[src/rtl/quad_step_decoder.sv]
// Quadrature front end: 2-FF sync, per-channel stability filter, Gray decoder.
// Ports: clk, reset (sync, active-high), a_in/b_in (async) -> step, up, err, err_flag.
module quad_step_decoder #(
  parameter int unsigned STABLE_CYCLES = 4
) (
  input  logic clk,
  input  logic reset,
  input  logic a_in,
  input  logic b_in,
  output logic step,
  output logic up,
  output logic err,
  output logic err_flag
);

  localparam logic [7:0] CNT_MAX    = 8'(STABLE_CYCLES - 1);
  localparam logic [8:0] SETTLE_MAX = 9'(STABLE_CYCLES + 2);

  // Bit 1 is channel A, bit 0 is channel B.
  logic [1:0] sync1_q, sync1_d;
  logic [1:0] sync2_q, sync2_d;
  logic [1:0] filt_q, filt_d;
  logic [7:0] cnt_q [2];
  logic [7:0] cnt_d [2];
  logic [1:0] prev_q, prev_d;
  logic [8:0] settle_q, settle_d;
  logic       armed_q, armed_d;
  logic       step_q, step_d;
  logic       up_q, up_d;
  logic       err_q, err_d;
  logic       err_flag_q, err_flag_d;

  // Reflected-Gray to binary position: {b,a} is Gray, so the
  // up sequence 00,10,11,01 maps to positions 0,1,2,3.
  function automatic logic [1:0] gray_pos(input logic [1:0] ab);
    gray_pos = {ab[0], ab[0] ^ ab[1]};
  endfunction

  logic [1:0] diff;

  always_comb begin
    sync1_d    = {a_in, b_in};
    sync2_d    = sync1_q;
    filt_d     = filt_q;
    cnt_d[0]   = cnt_q[0];
    cnt_d[1]   = cnt_q[1];
    prev_d     = filt_q;
    settle_d   = settle_q;
    armed_d    = armed_q;
    step_d     = 1'b0;
    err_d      = 1'b0;
    up_d       = up_q;
    err_flag_d = err_flag_q;

    for (int i = 0; i < 2; i++) begin
      if (sync2_q[i] != filt_q[i]) begin
        if (cnt_q[i] == CNT_MAX) begin
          filt_d[i] = sync2_q[i];
          cnt_d[i]  = 8'd0;
        end else begin
          cnt_d[i] = cnt_q[i] + 8'd1;
        end
      end else begin
        cnt_d[i] = 8'd0;
      end
    end

    // armed takes effect on the edge after the settle window,
    // so a transition filtered during settling is swallowed.
    if (!armed_q) begin
      if (settle_q == SETTLE_MAX) begin
        armed_d = 1'b1;
      end else begin
        settle_d = settle_q + 9'd1;
      end
    end

    diff = gray_pos(filt_q) - gray_pos(prev_q);
    if (armed_q) begin
      unique case (diff)
        2'd1: begin
          step_d = 1'b1;
          up_d   = 1'b1;
        end
        2'd3: begin
          step_d = 1'b1;
          up_d   = 1'b0;
        end
        2'd2: begin
          err_d      = 1'b1;
          err_flag_d = 1'b1;
        end
        default: ;
      endcase
    end
  end

  always_ff @(posedge clk) begin
    if (reset) begin
      sync1_q    <= 2'b00;
      sync2_q    <= 2'b00;
      filt_q     <= 2'b00;
      cnt_q[0]   <= 8'd0;
      cnt_q[1]   <= 8'd0;
      prev_q     <= 2'b00;
      settle_q   <= 9'd0;
      armed_q    <= 1'b0;
      step_q     <= 1'b0;
      up_q       <= 1'b1;
      err_q      <= 1'b0;
      err_flag_q <= 1'b0;
    end else begin
      sync1_q    <= sync1_d;
      sync2_q    <= sync2_d;
      filt_q     <= filt_d;
      cnt_q[0]   <= cnt_d[0];
      cnt_q[1]   <= cnt_d[1];
      prev_q     <= prev_d;
      settle_q   <= settle_d;
      armed_q    <= armed_d;
      step_q     <= step_d;
      up_q       <= up_d;
      err_q      <= err_d;
      err_flag_q <= err_flag_d;
    end
  end

  assign step     = step_q;
  assign up       = up_q;
  assign err      = err_q;
  assign err_flag = err_flag_q;

endmodule

[config.mk]
export PLATFORM = sky130hd
export DESIGN_NAME = quad_step_decoder
export DESIGN_NICKNAME = d
export VERILOG_FILES = /design/src/rtl/quad_step_decoder.sv
export SDC_FILE = /design/constraint.sdc
export NUM_CORES = 1
export LEC_CHECK = 0
export CAP_MARGIN = 0
export CORE_UTILIZATION = 35
export DETAILED_ROUTE_END_ITERATION = 8
export PLACE_DENSITY_LB_ADDON = 0.3
export SLEW_MARGIN = 20
export SYNTH_ARGS = -nofsm -noshare
export SYNTH_HDL_FRONTEND = slang
export SYNTH_SLANG_ARGS = --single-unit
[constraint.sdc]
create_clock -name clk -period 1.7 [get_ports clk]
set_input_delay 0.34 -clock clk [delete_from_list [all_inputs] [get_ports clk]]
set_output_delay 0.34 -clock clk [all_outputs]
set_load 0.005 [all_outputs]
==> results of run 1 <==
## layout by cell type (no fill, tap or decap), types with 7 or more instances in the layout
master | synthesis | routed
a21oi_1 | 15 | 15
buf_4 | 0 | 11
clkdlybuf4s50_1 | 0 | 7
dfxtp_1 | 38 | 38
inv_1 | 9 | 9
nand2_1 | 7 | 7
nand3_1 | 9 | 9
nor2_1 | 15 | 15
nor2b_1 | 10 | 10
o21ai_0 | 11 | 11
or3_1 | 11 | 11
xor2_1 | 8 | 8
## cells by family after synthesis
| group | share of synthesized area (%) |
|---|---|
| buffers and inverters | 2.619 |
| DFF | 48.25 |
| and+or+nand+nor | 24.37 |
| adders and majority gates | 3.968 |
| AOI/OAI and AO/OA | 12.14 |
| xor gates and xnor gates | 7.222 |
| muxes | 1.428 |
## final cells by class
class	instances	share of cell area, %
inverter	9	1.786
clock buffer	7	4.034
sequential	38	40.21
tap	52	3.439
timing repair buffer	19	9.127
multi-input combinational	121	41.40
## flip-flops by register name (all words and copies together), names as in the netlist
name      count
filt_q        2
step          1
sync2_q       2
err           1
err_flag      1
up            1
armed_q       1
sync1_q       2
prev_q        2
cnt_q        16
settle_q      9
## power by group through the flow
stage                     clock [uW]  sequential, uW  combinational (uW)
after detailed placement           0             934                73.7
after CTS                        598             914                73.8
after global routing             640             915                84.6
after floorplan                    0             934                41.1
final                            572             915                74.3
after global placement             0             934                72.0
## per-layer routing
metal | global-route usage, % | share of wire, % | vias up
li1 | - | - | 643
met1 | 15.44 | 50 | 547
met2 | 20.39 | 46 | 11
met3 | 3.947 | 2.7 | 5
met4 | 7.483 | 2.1 | 0
met5 | 0 | 0 | -
## timing repair
item | in CTS | in global routing
setup endpoints to repair | 0 | 6
resized for setup | 0 | 1
buffers inserted | 0 | 0
## metrics by stage
stage	total power, uW	hold WS, ns
2_1_floorplan	975.4	0.4138
3_3_place_gp	1006	0.4169
3_5_place_dp	1008	0.4281
4_1_cts	1586	0.4507
5_1_grt	1640	0.4593
6_report	1561	0.4423
## worst max-delay path by stage
stage / startpoint / end / slack [ns]
2_1_floorplan: cnt_q[0][0]$_SDFF_PP0_ / filt_q[0]$_SDFFE_PP0P_ / 0.12
3_3_place_gp: cnt_q[0][1]$_SDFF_PP0_ / cnt_q[0][3]$_SDFF_PP0_ / 0.14
3_5_place_dp: cnt_q[0][1]$_SDFF_PP0_ / cnt_q[0][4]$_SDFF_PP0_ / 0.09
4_1_cts: cnt_q[0][1]$_SDFF_PP0_ / cnt_q[0][4]$_SDFF_PP0_ / 0.09
5_1_grt: cnt_q[0][1]$_SDFF_PP0_ / filt_q[0]$_SDFFE_PP0P_ / 0.02
6_report: cnt_q[0][1]$_SDFF_PP0_ / filt_q[0]$_SDFFE_PP0P_ / 0.13
==> results.cfg, run 1 <==
[die]
ios = 8
die_h_microns = 69.12
num_rows = 24
core_sq_mm = 0.004354
die_width_microns = 69.12
start_util_pct = 36.21
dieArea_sq_mm = 0.004777

[route]
drt-total-wl_microns = 2706
drt_iter0_drc = 40
num_vias = 1206
vias_per_cell = 4.902
drt_pass1_iterations = 4
avgRoutedWirePerCell_microns = 11.00
drc_errors = 0
drtAntennaViolNets = 0

[setup_path]
cp_num_cells = 4
cp.arrival_ns = 1.79
worst-setup-path-type = flop to flop
path_cells = ha_1 -> or4b_4 -> or3_1 -> a21oi_1
path_buf_inv = 0
cp_slowest_cell = or4b_4
worstReg2RegStart = cnt_q[0][1]$_SDFF_PP0_
crit_fanout = 4
reg2reg_to = filt_q[0]$_SDFFE_PP0P_
reg2regPathDepth = 4
crit_family = simple AND/OR/NAND/NOR gates
crit_path_max_incr_delay_ns = 0.49
startpoint_type = flop
ff2ff_setup_slack_ns = 0.13
cp-end-kind = flop
critPathRequiredTime_ns = 1.92

[place]
dp_hpwl_microns = 1926
globalplace.congestion = 0.7509
place_inst = 239
placed_cell_area_sq_mm = 0.001807
io_buffers = 7
pre_cts_ws_ns = 0.08658

[synth]
synth_area_leaders = dfxtp_1 (48%), a21oi_1 (4.8%), xor2_1 (4.4%)
synth-main-ff-cell = dfxtp_1
yosysSeqAreaShare_pct = 48.25
syn_avg_cell_area_sq_um = 9.274
yosysMostFrequentCell = dfxtp_1
synth_top_cell_by_area = dfxtp_1
synth_cells = 170
synth-edff-count = 0
synth_top_area_share_pct = 48.25
synth_common_cells = dfxtp_1 (38), a21oi_1 (15), nor2_1 (15), o21ai_0 (11), or3_1 (11)
ys_ff_latch = 38
synth_nets = 179
synth_warnings = 0
synthesis.area_sq_mm = 0.001577
async_flop_share_pct = 0
synth_cell_types = 31

[outcome]
status = completed

[clock_network]
clock-sinks = 38
cts_made_buffers = 5
cts-root-buf = clkbuf_8
htreeDepth = 2
clk_latency_ns = 0.28
cts_hold_buffers = 0
clk_path_buf_depth = 2
path_clk_slew_ns = 0.07
cts_tree = built

[min_path]
min_to = sync2_q[1]$_SDFF_PP0_
min_path_cells = 1
holdCritStartpoint = sync1_q[1]$_SDFF_PP0_
hold_path_class = flop to flop

[timing]
setup_viol = 0
finalCriticalPeriod_ns = 1.573
finalCritPeriodShare_pct = 92.53
worst_pin_slew_ns = 0.3315
relSlewSlack_pct = 77.90
tns_ns = 0
finalHoldViolations = 0
timing.final.ws_setup_ns = 0.1269
finClkSkew_ns = 0.002960
clock.fmax_mhz = 635.7
rsz0062_at_grt = false
slew_violations = 0

[grt]
grtUsageTotal_pct = 12.91
grt_pass1_wl_microns = 5009
grt_pass1_vias = 1208
grt-ovfl-total = 0
grt_max_degree = 22
antenna_found_initial = 0

[pwr]
comb_power_share_pct = 4.8
p_per_area_mw_per_mm2 = 825.1
vdd_drop_max_mv = 0.2799
power.internal_uw = 1225
leakagePower_uw = 0.0006681
p_sw_uw = 336.0
p_sw_share_pct = 21.53
p_seq_share_pct = 58.6
p_clk_share_pct = 36.6

[final_layout]
drive_above_1_share_pct = 11.34
seq_area_sq_um = 760.7
stdcell_count = 246
nNetsFinal = 203
synthToLayoutAreaGrowth_pct = 20.00
final_core_util_pct = 43.45
n_antenna_cell = 0
fillers = 429
multi_input_area_sq_um = 783.3
design_area_sq_mm = 0.001892

[flow_run]
maxCapViolations = 0
Power figures use the tool's default switching activity.
==> run 2: changes to the inputs <==
Settings changed: CTS_BUF_LIST set to sky130_fd_sc_hd__clkbuf_4 sky130_fd_sc_hd__clkbuf_8, SETUP_SLACK_MARGIN set to 0.4.
==> results.cfg, run 2 (synthesis results as in run 1) <==
[grt]
grt_pass1_wl_microns = 5395
grt_pass1_vias = 1248
grt-ovfl-total = 0
antenna_found_initial = 0
grtUsageTotal_pct = 14.48
grt_max_degree = 17

[setup_path]
cp.arrival_ns = 1.73
reg2regPathDepth = 4
reg2reg_to = filt_q[0]$_SDFFE_PP0P_
crit_fanout = 3
cp-end-kind = flop
ff2ff_setup_slack_ns = 0.19
worst-setup-path-type = flop to flop
worstReg2RegStart = cnt_q[0][1]$_SDFF_PP0_
critPathRequiredTime_ns = 1.93
startpoint = cnt_q[0][1]$_SDFF_PP0_
startpoint_type = flop

[pwr]
leakagePower_uw = 0.0007769
p_per_area_mw_per_mm2 = 756.5
vdd_drop_max_mv = 0.3893

[route]
drt-total-wl_microns = 3419
avgRoutedWirePerCell_microns = 13.36
num_vias = 1331
drt_pass1_iterations = 4
drtAntennaViolNets = 0
vias_per_cell = 5.199
drc_errors = 0
drt_iter0_drc = 49

[die]
ios = 8
num_rows = 24
core_sq_mm = 0.004354
start_util_pct = 36.21
die_width_microns = 69.12
die_h_microns = 69.12
dieArea_sq_mm = 0.004777

[final_layout]
most-common-layout-cells = dfxtp_1 (21), buf_4 (20), nor2_1 (13), or3_1 (10), o21ai_0 (10)
nNetsFinal = 212
synthToLayoutAreaGrowth_pct = 40.16
top_regs = cnt_q: 16 flops, settle_q: 9 flops
regMostFlops = cnt_q
largest_register_ffs = 16
fillers = 397
drive_above_1_share_pct = 39.71
n_antenna_cell = 0
final_common_cell = dfxtp_1

[clock_network]
clk_path_buf_depth = 2
clk_latency_ns = 0.29
cts_tree = built
cts_made_buffers = 5
cts-root-buf = clkbuf_8
clock-sinks = 38
path_clk_slew_ns = 0.07
htreeDepth = 2
cts_hold_buffers = 0

[timing]
rsz0062_at_grt = true
worst_pin_slew_ns = 0.3569
finalCriticalPeriod_ns = 1.507
tns_ns = 0
finClkSkew_ns = 0.009312
finalCritPeriodShare_pct = 88.66
setup_viol = 0
clock.fmax_mhz = 663.4
holdWs_ns = 0.4326
slew_violations = 0
finalHoldViolations = 0
relSlewSlack_pct = 76.03

[min_path]
hold_path_class = flop to flop
holdCritStartpoint = sync1_q[1]$_SDFF_PP0_
min_to = sync2_q[1]$_SDFF_PP0_
min_path_cells = 1

[place]
io_buffers = 7
dp_hpwl_microns = 2033
globalplace.congestion = 0.7879

[flow_run]
maxCapViolations = 0

[outcome]
status = completed
-- run 2: cell types whose count changed in the layout (fill, tap and decap cells not counted), sizes merged --
cell	previous run	this run
clkinv	0	1
buf	12	21
dlygate4sd2	0	4
clkdlybuf4s50	7	3
-- run 2: layer usage --
| metal | up-vias | share of wire [%] | track usage [%] | wire, microns |
|---|---|---|---|---|
| met5 | - | 0 | 0 | 0 |
| met1 | 637 | 43 | 16.50 | 1455 |
| met2 | 29 | 52 | 24.27 | 1762 |
| li1 | 661 | - | - | - |
| met4 | 0 | 0.88 | 5.442 | 30 |
| met3 | 4 | 5.0 | 5.702 | 170 |
-- run 2: cell type report --
cell class	count	area [sq um]	share of cell area, %
clock buffer	7	90.09	4.077
clock inverter	1	5.005	0.2265
inverter	9	36.28	1.642
multi-input combinational	121	984.7	44.56
sequential	38	802.0	36.30
tap	52	65.06	2.945
timing repair buffer	28	226.5	10.25
-- run 2: through the flow --
stage                     std cells  area, sq um  worst slack [ns]  total power [uW]  util (%)
after floorplan                 170         1629            0.2210             983.1         -
after global placement          230         1779            0.1868              1004     40.86
after detailed placement        230         1779            0.1474              1008     40.86
after CTS                       251         2054            0.1960              1675     47.18
after global routing            256         2210            0.1520              1735     50.75
final                           256         2210            0.1927              1672     50.75
-- run 2: power breakdown --
| group | internal (uW) | switching (uW) |
|---|---|---|
| Sequential | 897 | 21.0 |
| Combinational | 59.2 | 42.3 |
| Clock | 343 | 309 |
-- run 2: how the worst max path moves through the flow --
| stage | end | slack [ns] | cells past startpoint |
|---|---|---|---|
| global placement | cnt_q[0][3]$_SDFF_PP0_ | 0.19 | 4 |
| finish | filt_q[0]$_SDFFE_PP0P_ | 0.19 | 4 |
| global route | cnt_q[0][2]$_SDFF_PP0_ | 0.15 | 4 |
| detailed placement | cnt_q[0][2]$_SDFF_PP0_ | 0.15 | 4 |
| CTS | filt_q[0]$_SDFFE_PP0P_ | 0.20 | 4 |
| floorplan | filt_q[0]$_SDFFE_PP0P_ | 0.22 | 4 |
-- run 2: timing repair --
item,4_1_cts,5_1_grt
endpoints found under the setup margin,26,24
resized for setup,31,27
pin swaps,12,14
buffers inserted,13,5
cloned,0,0
-- run 2: critical path: stages, from the launching register on --
cell and delay [ns]:
dfxtp_4 0.36, ha_4 0.13, or4b_4 0.48, or3_1 0.36, a21oi_1 0.12
==> run 3: changes to the inputs <==
Settings changed: CELL_PAD_IN_SITES_DETAIL_PLACEMENT set to 0, CELL_PAD_IN_SITES_GLOBAL_PLACEMENT set to 1, SLEW_MARGIN 20 to 15.
==> results.cfg, run 3 (synthesis results as in run 1) <==
[outcome]
status = completed

[clock_network]
clk_latency_ns = 0.30
clk_path_buf_depth = 2
htreeDepth = 2
clock-sinks = 38
cts_made_buffers = 5
path_clk_slew_ns = 0.07
cts-root-buf = clkbuf_8
cts_tree = built

[final_layout]
most-common-layout-cells = buf_4 (24), dfxtp_1 (20), nor2_1 (14), o21ai_0 (11), dfxtp_2 (11)
seq_area_sq_um = 800.8
top_regs = cnt_q: 16 flops, settle_q: 9 flops
regMostFlops = cnt_q
multi_input_area_sq_um = 928.4
stdcell_count = 259
final_common_cell = buf_4
nNetsFinal = 215
largest_register_ffs = 16
n_antenna_cell = 0
drive_above_1_share_pct = 37.68
fillers = 391
synthToLayoutAreaGrowth_pct = 37.70

[grt]
grtUsageTotal_pct = 14.48
grt-ovfl-total = 0
grt_max_degree = 16
grt_pass1_wl_microns = 5485
antenna_found_initial = 0
grt_pass1_vias = 1252

[timing]
tns_ns = 0
finalHoldViolations = 0
setup_viol = 0
finalCriticalPeriod_ns = 1.535
clock.fmax_mhz = 651.5
finalCritPeriodShare_pct = 90.29
relSlewSlack_pct = 80.22
holdWs_ns = 0.4430
worst_pin_slew_ns = 0.2953
finClkSkew_ns = 0.008075
slew_violations = 0
rsz0062_at_grt = true

[min_path]
hold_path_class = flop to flop

[setup_path]
cp-end-kind = flop
cp.arrival_ns = 1.77
crit_fanout = 3
path_cells = ha_4 -> or4b_4 -> or3_4 -> a21oi_2
worst-setup-path-type = flop to flop
startpoint_type = flop
cp_slowest_cell = or4b_4
crit_path_max_incr_delay_ns = 0.48
critPathRequiredTime_ns = 1.93

[route]
drtAntennaViolNets = 0
vias_per_cell = 5.112
drc_errors = 0
drt_iter0_drc = 54
drt_pass1_iterations = 4
num_vias = 1324
drt-total-wl_microns = 3214
avgRoutedWirePerCell_microns = 12.41

[pwr]
leakagePower_uw = 0.0007772
vdd_drop_max_mv = 0.3409
p_per_area_mw_per_mm2 = 764.6

[place]
dp_hpwl_microns = 2048
io_buffers = 7
place_inst = 231
globalplace.congestion = 0.7855

[die]
num_rows = 24
start_util_pct = 36.21
core_sq_mm = 0.004354
dieArea_sq_mm = 0.004777
ios = 8
die_h_microns = 69.12
die_width_microns = 69.12

[flow_run]
maxCapViolations = 0
-- run 3: cell types whose count changed in the layout (fill, tap and decap cells not counted), sizes merged --
cell,change
buf,+3
clkbuf,-1
clkinvlp,+1
-- run 3: cell type report --
class | instances | area share (%)
sequential | 38 | 36.89
clock buffer | 6 | 3.804
clock inverter | 2 | 0.5764
multi-input combinational | 121 | 42.77
tap | 52 | 2.997
timing repair buffer | 31 | 11.30
inverter | 9 | 1.671
-- run 3: stage by stage --
stage / total power [uW] / setup WS [ns] / utilization [%] / cell area (sq um)
2_1_floorplan: 983.1 / 0.2210 / - / 1629
3_3_place_gp: 1004 / 0.1587 / 41.03 / 1787
3_5_place_dp: 1009 / 0.1117 / 41.03 / 1787
4_1_cts: 1670 / 0.1770 / 47.33 / 2061
5_1_grt: 1729 / 0.1212 / 49.86 / 2171
6_report: 1660 / 0.1650 / 49.86 / 2171
-- run 3: where the power goes --
part | switching (uW) | internal, uW
clock network | 324 | 326
logic | 40.9 | 54.6
registers | 16.4 | 898
total | 382 | 1280
-- run 3: worst max-delay path: cells and delay by family (launching register included) --
family	cells	cell delay, ns
AND/OR/NAND/NOR	2	0.86
flip-flops	1	0.36
adder cells (fa/ha/maj)	1	0.13
AO/OA/AOI/OAI	1	0.13
-- run 3: per-layer routing --
layer  GRT usage [%]  share of wire (%)
met2           22.87                 47
met1           17.54                 47
met4           7.937                2.1
met5               0                  0
met3           4.386                3.5
-- run 3: repair_timing --
item                                    in CTS  in global routing
buffers inserted                            16                  4
pin swaps                                   14                 10
gates resized for setup                     25                 20
endpoints found under the setup margin      26                 23
hold buffers                                 0                  0
-- run 3: worst paths after layout --
check,cells past startpoint,endpoint,slack [ns],from
worst max-delay path,4,filt_q[0]$_SDFFE_PP0P_,0.17,cnt_q[0][0]$_SDFF_PP0_
worst min-delay path,1,sync2_q[0]$_SDFF_PP0_,0.44,sync1_q[0]$_SDFF_PP0_
worst min register to register,1,sync2_q[0]$_SDFF_PP0_,0.44,sync1_q[0]$_SDFF_PP0_
worst max register to register,4,filt_q[0]$_SDFFE_PP0P_,0.17,cnt_q[0][0]$_SDFF_PP0_
